### src/rtl/q_proj_pkg.sv
// Shared types and helpers for the Q projection read-back sequencer.
package q_proj_pkg;

  localparam int unsigned Q_DATA_W = 8;

  typedef enum logic [1:0] {
    IDLE  = 2'd0,
    READ  = 2'd1,
    DRAIN = 2'd2
  } rd_state_t;

  // True when one more read can be issued without the FIFO ever holding more than 2 words.
  function automatic logic credit_ok(input logic [1:0] fifo_cnt,
                                     input logic       rd_pending,
                                     input logic       pop);
    credit_ok = (({1'b0, fifo_cnt} + {2'b00, rd_pending}) < (3'd2 + {2'b00, pop}));
  endfunction

endpackage

### src/rtl/q_rd_fifo.sv
// Two-entry FIFO holding {last, data} read-back words; head is visible while not empty.
module q_rd_fifo #(
  parameter int unsigned W = 9
) (
  input  logic         clk,
  input  logic         rst,
  input  logic         push,
  input  logic [W-1:0] push_data,
  input  logic         pop,
  output logic [W-1:0] head,
  output logic         empty,
  output logic [1:0]   count
);

  logic [W-1:0] mem_q [2];
  logic [1:0]   cnt_q;
  logic         wr_ptr_q;
  logic         rd_ptr_q;
  logic         push_ok_s;
  logic         pop_ok_s;

  // Push into a full FIFO is only allowed when the head leaves in the same cycle.
  always_comb begin
    pop_ok_s  = pop & (cnt_q != 2'd0);
    push_ok_s = push & ((cnt_q != 2'd2) | pop_ok_s);
  end

  // Storage, pointers and occupancy.
  always_ff @(posedge clk or posedge rst) begin
    if (rst) begin
      mem_q[0] <= '0;
      mem_q[1] <= '0;
      wr_ptr_q <= 1'b0;
      rd_ptr_q <= 1'b0;
      cnt_q    <= 2'd0;
    end else begin
      if (push_ok_s) begin
        mem_q[wr_ptr_q] <= push_data;
        wr_ptr_q        <= ~wr_ptr_q;
      end
      if (pop_ok_s) begin
        rd_ptr_q <= ~rd_ptr_q;
      end
      cnt_q <= cnt_q + {1'b0, push_ok_s} - {1'b0, pop_ok_s};
    end
  end

  assign head  = mem_q[rd_ptr_q];
  assign empty = (cnt_q == 2'd0);
  assign count = cnt_q;

endmodule

### src/rtl/q_proj_reader.sv
// Read-back sequencer: on start, reads NUM_WORDS words from the result memory
// and streams them out over valid/ready with credit-based flow control.
module q_proj_reader
  import q_proj_pkg::*;
#(
  parameter int unsigned NUM_WORDS = 8,
  parameter int unsigned DATA_W    = Q_DATA_W,
  parameter int unsigned ADDR_W    = $clog2(NUM_WORDS)
) (
  input  logic              clk,
  input  logic              rst,
  input  logic              start,
  output logic              mem_rd_en,
  output logic [ADDR_W-1:0] mem_rd_addr,
  input  logic [DATA_W-1:0] mem_rd_data,
  output logic [DATA_W-1:0] out_data,
  output logic              out_valid,
  input  logic              out_ready,
  output logic              out_last,
  output logic              busy,
  output logic              done,
  output logic              start_err
);

  localparam int unsigned CNT_W = $clog2(NUM_WORDS + 1);
  localparam logic [CNT_W-1:0] LAST_CNT = CNT_W'(NUM_WORDS - 1);

  rd_state_t         state_q;
  logic [ADDR_W-1:0] addr_q;
  logic [CNT_W-1:0]  issued_q;
  logic [CNT_W-1:0]  accepted_q;
  logic              rd_pend_q;
  logic              rd_last_q;
  logic              busy_q;
  logic              done_q;
  logic              start_err_q;

  logic              pop_s;
  logic              rd_en_s;
  logic              issue_last_s;
  logic              accept_last_s;
  logic              fifo_empty_s;
  logic [1:0]        fifo_cnt_s;
  logic [DATA_W:0]   fifo_head_s;

  // Handshake, read credit and end-of-burst detection.
  always_comb begin
    pop_s = ~fifo_empty_s & out_ready;
    if (state_q == READ) begin
      rd_en_s = credit_ok(fifo_cnt_s, rd_pend_q, pop_s);
    end else begin
      rd_en_s = 1'b0;
    end
    issue_last_s = rd_en_s & (issued_q == LAST_CNT);
    if (state_q == DRAIN) begin
      accept_last_s = pop_s & (accepted_q == LAST_CNT);
    end else begin
      accept_last_s = 1'b0;
    end
  end

  // Burst FSM with counters and registered status outputs.
  always_ff @(posedge clk or posedge rst) begin
    if (rst) begin
      state_q     <= IDLE;
      addr_q      <= '0;
      issued_q    <= '0;
      accepted_q  <= '0;
      rd_pend_q   <= 1'b0;
      rd_last_q   <= 1'b0;
      busy_q      <= 1'b0;
      done_q      <= 1'b0;
      start_err_q <= 1'b0;
    end else begin
      rd_pend_q   <= rd_en_s;
      rd_last_q   <= issue_last_s;
      done_q      <= 1'b0;
      start_err_q <= 1'b0;
      case (state_q)
        IDLE: begin
          if (start) begin
            state_q    <= READ;
            addr_q     <= '0;
            issued_q   <= '0;
            accepted_q <= '0;
            busy_q     <= 1'b1;
          end
        end
        READ: begin
          start_err_q <= start;
          if (rd_en_s) begin
            issued_q <= issued_q + CNT_W'(1'b1);
            // Address parks on the final word rather than wrapping.
            if (!issue_last_s) begin
              addr_q <= addr_q + ADDR_W'(1'b1);
            end
          end
          if (pop_s) begin
            accepted_q <= accepted_q + CNT_W'(1'b1);
          end
          if (issue_last_s) begin
            state_q <= DRAIN;
          end
        end
        DRAIN: begin
          start_err_q <= start;
          if (pop_s) begin
            accepted_q <= accepted_q + CNT_W'(1'b1);
          end
          if (accept_last_s) begin
            state_q <= IDLE;
            busy_q  <= 1'b0;
            done_q  <= 1'b1;
          end
        end
        default: begin
          state_q <= IDLE;
          busy_q  <= 1'b0;
        end
      endcase
    end
  end

  q_rd_fifo #(
    .W(DATA_W + 1)
  ) u_fifo (
    .clk      (clk),
    .rst      (rst),
    .push     (rd_pend_q),
    .push_data({rd_last_q, mem_rd_data}),
    .pop      (pop_s),
    .head     (fifo_head_s),
    .empty    (fifo_empty_s),
    .count    (fifo_cnt_s)
  );

  assign mem_rd_en   = rd_en_s;
  assign mem_rd_addr = addr_q;
  assign out_valid   = ~fifo_empty_s;
  assign out_data    = fifo_head_s[DATA_W-1:0];
  assign out_last    = fifo_head_s[DATA_W] & ~fifo_empty_s;
  assign busy        = busy_q;
  assign done        = done_q;
  assign start_err   = start_err_q;

endmodule
### config.mk
export PLATFORM = sky130hd
export DESIGN_NAME = q_proj_reader
export DESIGN_NICKNAME = d
export VERILOG_FILES = /design/src/rtl/q_proj_pkg.sv /design/src/rtl/q_rd_fifo.sv /design/src/rtl/q_proj_reader.sv
export SDC_FILE = /design/constraint.sdc
export NUM_CORES = 1
export LEC_CHECK = 0
export ABC_AREA = 1
export CAP_MARGIN = 25
export CORE_MARGIN = 2
export CORE_UTILIZATION = 50
export DETAILED_ROUTE_END_ITERATION = 10
export DONT_BUFFER_PORTS = 1
export MAX_ROUTING_LAYER = met4
export PLACE_DENSITY_LB_ADDON = 0.2
export SKIP_LAST_GASP = 1
export SLEW_MARGIN = 5
export SYNTH_ARGS = -nofsm -noshare
export SYNTH_HDL_FRONTEND = slang
export SYNTH_SLANG_ARGS = --single-unit
### constraint.sdc
create_clock -name clk -period 1.8 [get_ports clk]
set_clock_uncertainty 0.2 [all_clocks]
set_input_delay 0 -clock clk [delete_from_list [all_inputs] [get_ports clk]]
set_output_delay 0 -clock clk [all_outputs]
set_load 0.05 [all_outputs]
==> run_results.csv <==
group,metric,value,unit
floorplan,rows,23,
synthesis,synth_area_per_cell,9.146,µm²
global_route,grt_max_degree,41,
cts,htree_levels,2,
synthesis,syn_inst,223,
layout,seqCellArea,0.001001,mm²
routing,viasPerCell,4.856,
cts,clock_path_buffers,2,
layout,final_cells,306,
cts,tritoncts,"yes",
sta,finalCritPeriodShare,0.9843,
floorplan,io_pins,29,
place,pre_cts_ws,0.008507,ns
synthesis,yosysSeqAreaShare,0.4908,
synthesis,synthesis.nets,245,
place,dp_cells,283,
routing,drtIter0Drc,90,
floorplan,start_util,0.5135,
power_and_ir_drop,p_leak,1.293,nW
sta,final_max_slew_viol_count,0,
worst_setup_path,cp-startpoint,"rd_pend_q",
worst_setup_path,ff2ff_path_depth,9,
power_and_ir_drop,max-vdd-ir-drop,0.0008140,V
synthesis,synth_cell_types,25,
cts,numCtsBuffers,5,
sta,finalHoldViolCount,0,
cts,cts_root_buf,"clkbuf_8",
hold_path,min_path_type,"input pin to async pin",
worst_setup_path,r2r_start,"rd_pend_q",
worst_setup_path,path_max_fanout,3,
sta,finalWorstPathRequiredPeriod,1.772,ns
global_route,overflow,0,
layout,design_area,0.002511,mm²
place,place_area,0.002167,mm²
cts,cts.sinks,40,
run,maxCapViolations,0,
layout,finalCoreUtilization,0.6323,
global_route,grt_pass1_wl,5961,µm
sta,clock.fmax,0.5644,GHz
layout,final_common_cell,"nand2_1",
worst_setup_path,crit_type,"register to primary output",
worst_setup_path,crit_path_cell_trace,"ha_1 -> inv_1 -> nand3_1 -> nand2_2 -> nand2_1 -> inv_2 -> buf_8",
cts,clk_latency,0.29,ns
sta,setup_ws,0.02827,ns
status,status,"completed",
synthesis,synth_seq_cells,40,
global_route,antenna_found_initial,0,
routing,vias,1486,
worst_setup_path,critPathCaptureType,"primary output",
layout,nets,277,
power_and_ir_drop,power_density,2005,mW/mm²
sta,relSlewSlack,0.6703,
layout,final_cell_mix,"nand2_1, dfrtp_1, inv_1, buf_4",
cts,clk_pin_slew,0.08,ns
synthesis,yosysTopAreaCell,"dfrtp_1",
worst_setup_path,crit_required,1.60,ns
layout,num-fill-cells,345,
synthesis,yosysWarnings,0,
worst_setup_path,crit_buf_inv,3,
global_route,grt_usage,0.1832,
layout,n_antenna_cell,0,
worst_setup_path,start_kind,"register",
routing,drt_pass1_iterations,4,
synthesis,synth.cell_area,0.002039,mm²
global_route,grt_pass1_vias,1355,
worst_setup_path,cp_slowest_cell,"dfrtp_1",
routing,wl,3782,µm
place,gp_congestion,0.7752,
worst_setup_path,path_delay_family,"flip-flops",
layout,synthToLayoutAreaGrowth,23.13,%
layout,drive_above_1_share,0.2617,
worst_setup_path,max_stage_delay,0.39,ns
worst_setup_path,arrival,1.57,ns
synthesis,synth_area_leaders,"dfrtp_1, nand2_1, ha_1, inv_1, mux2_2",
layout,multi_input_comb_area,900.9,µm²
worst_setup_path,r2r_slack,0.09,ns
routing,drc,0,
routing,final_antenna_net_count,0,
floorplan,core_area,0.003971,mm²
routing,wire_per_inst,12.36,µm
place,dp_hpwl,2559,µm
place,io_buffers,0,
power_and_ir_drop,finalPower,5.035,mW
floorplan,dieHeight,67.87,µm
sta,finalSetupViolCount,0,
floorplan,die_area,0.004606,mm²
floorplan,die_w,67.87,µm
worst_setup_path,reg2reg_to,"mem_rd_addr[2]",
synthesis,netlist.area_leader.share,0.4908,
sta,worstMarginPinSlew,0.4945,ns
## flip-flops by register name, indices dropped and copies added, names as in the netlist
register,cells
accepted_q,4
issued_q,4
busy,1
state_q,2
u_fifo.wr_ptr_q,1
u_fifo.rd_ptr_q,1
start_err,1
rd_pend_q,1
mem_rd_addr,3
rd_last_q,1
u_fifo.mem_q,18
u_fifo.count,2
done,1
## through the flow
stage                     setup TNS [ns]  hold WS (ns)
after detailed placement               0       -0.1520
after CTS                       -0.01993       0.07625
after global placement                 0       -0.1549
final                                  0       0.06738
after floorplan                        0      -0.09613
after global routing            -0.03657        0.1365
## cell type report
type | count | share of cell area
sequential | 40 | 0.3986
inverter | 34 | 0.05082
tap | 50 | 0.02491
clock buffer | 5 | 0.02740
clock inverter | 3 | 0.03587
timing repair buffer | 29 | 0.1036
multi-input combinational | 145 | 0.3587
## cell usage after synthesis
library cell	number
ha_1	10
nand2_2	4
nand4_1	1
clkbuf_2	1
mux2_2	8
nand3_2	3
nand2_1	55
or2_1	1
inv_2	3
buf_8	1
xor2_1	3
o21ai_2	9
o21ai_0	14
nor2_4	2
a21oi_1	1
buf_2	1
buf_6	2
o21ai_1	2
a21oi_2	1
nand3_1	14
inv_1	31
dfrtp_1	40
nor2_1	11
xnor2_1	4
nor2_2	1
## cell families (layout without fill, tap and decap cells)
kind of cell	after synthesis	in the layout	synth area share
simple gates	92	93	0.2031
mux	8	8	0.04417
compound gates	27	27	0.08466
fa+ha+maj	10	10	0.06135
flops	40	40	0.4908
xor+xnor	7	7	0.03006
buf+inv	39	71	0.08588
## layer usage
metal	routed length [µm]	track usage	up-vias
met2	1883	0.2855	25
met3	167	0.06250	8
met4	68	0.06000	0
met1	1662	0.2253	689
li1	-	-	764
met5	0	-	-
## how the worst max path moves through the flow
stage	to	slack, ns	depth (start not counted)
global route	mem_rd_en	-0.02	6
finish	mem_rd_en	0.03	7
global placement	mem_rd_addr[1]	0.05	8
CTS	mem_rd_en	-0.02	6
floorplan	out_last	0.02	4
detailed placement	mem_rd_addr[1]	0.009	8
## power by group
part	internal [mW]	switching, mW	leakage, nW
sequential	1.23	0.302	0.517
clock	0.693	0.314	0.0784
combinational	0.859	1.64	0.698
total	2.78	2.25	1.29
## timing repair
action,CTS,global route
buffers inserted,0,3
hold buffers,11,0
gates resized for setup,3,13
hold endpoints to repair,73,0
gates cloned,0,1
pin swaps,0,3
setup endpoints to repair,4,9
## worst min-delay path, delay by kind of cell
family	cells	cell delay, ns
buffers and inverters	3	1.00
(Power assumes the default switching activity.)
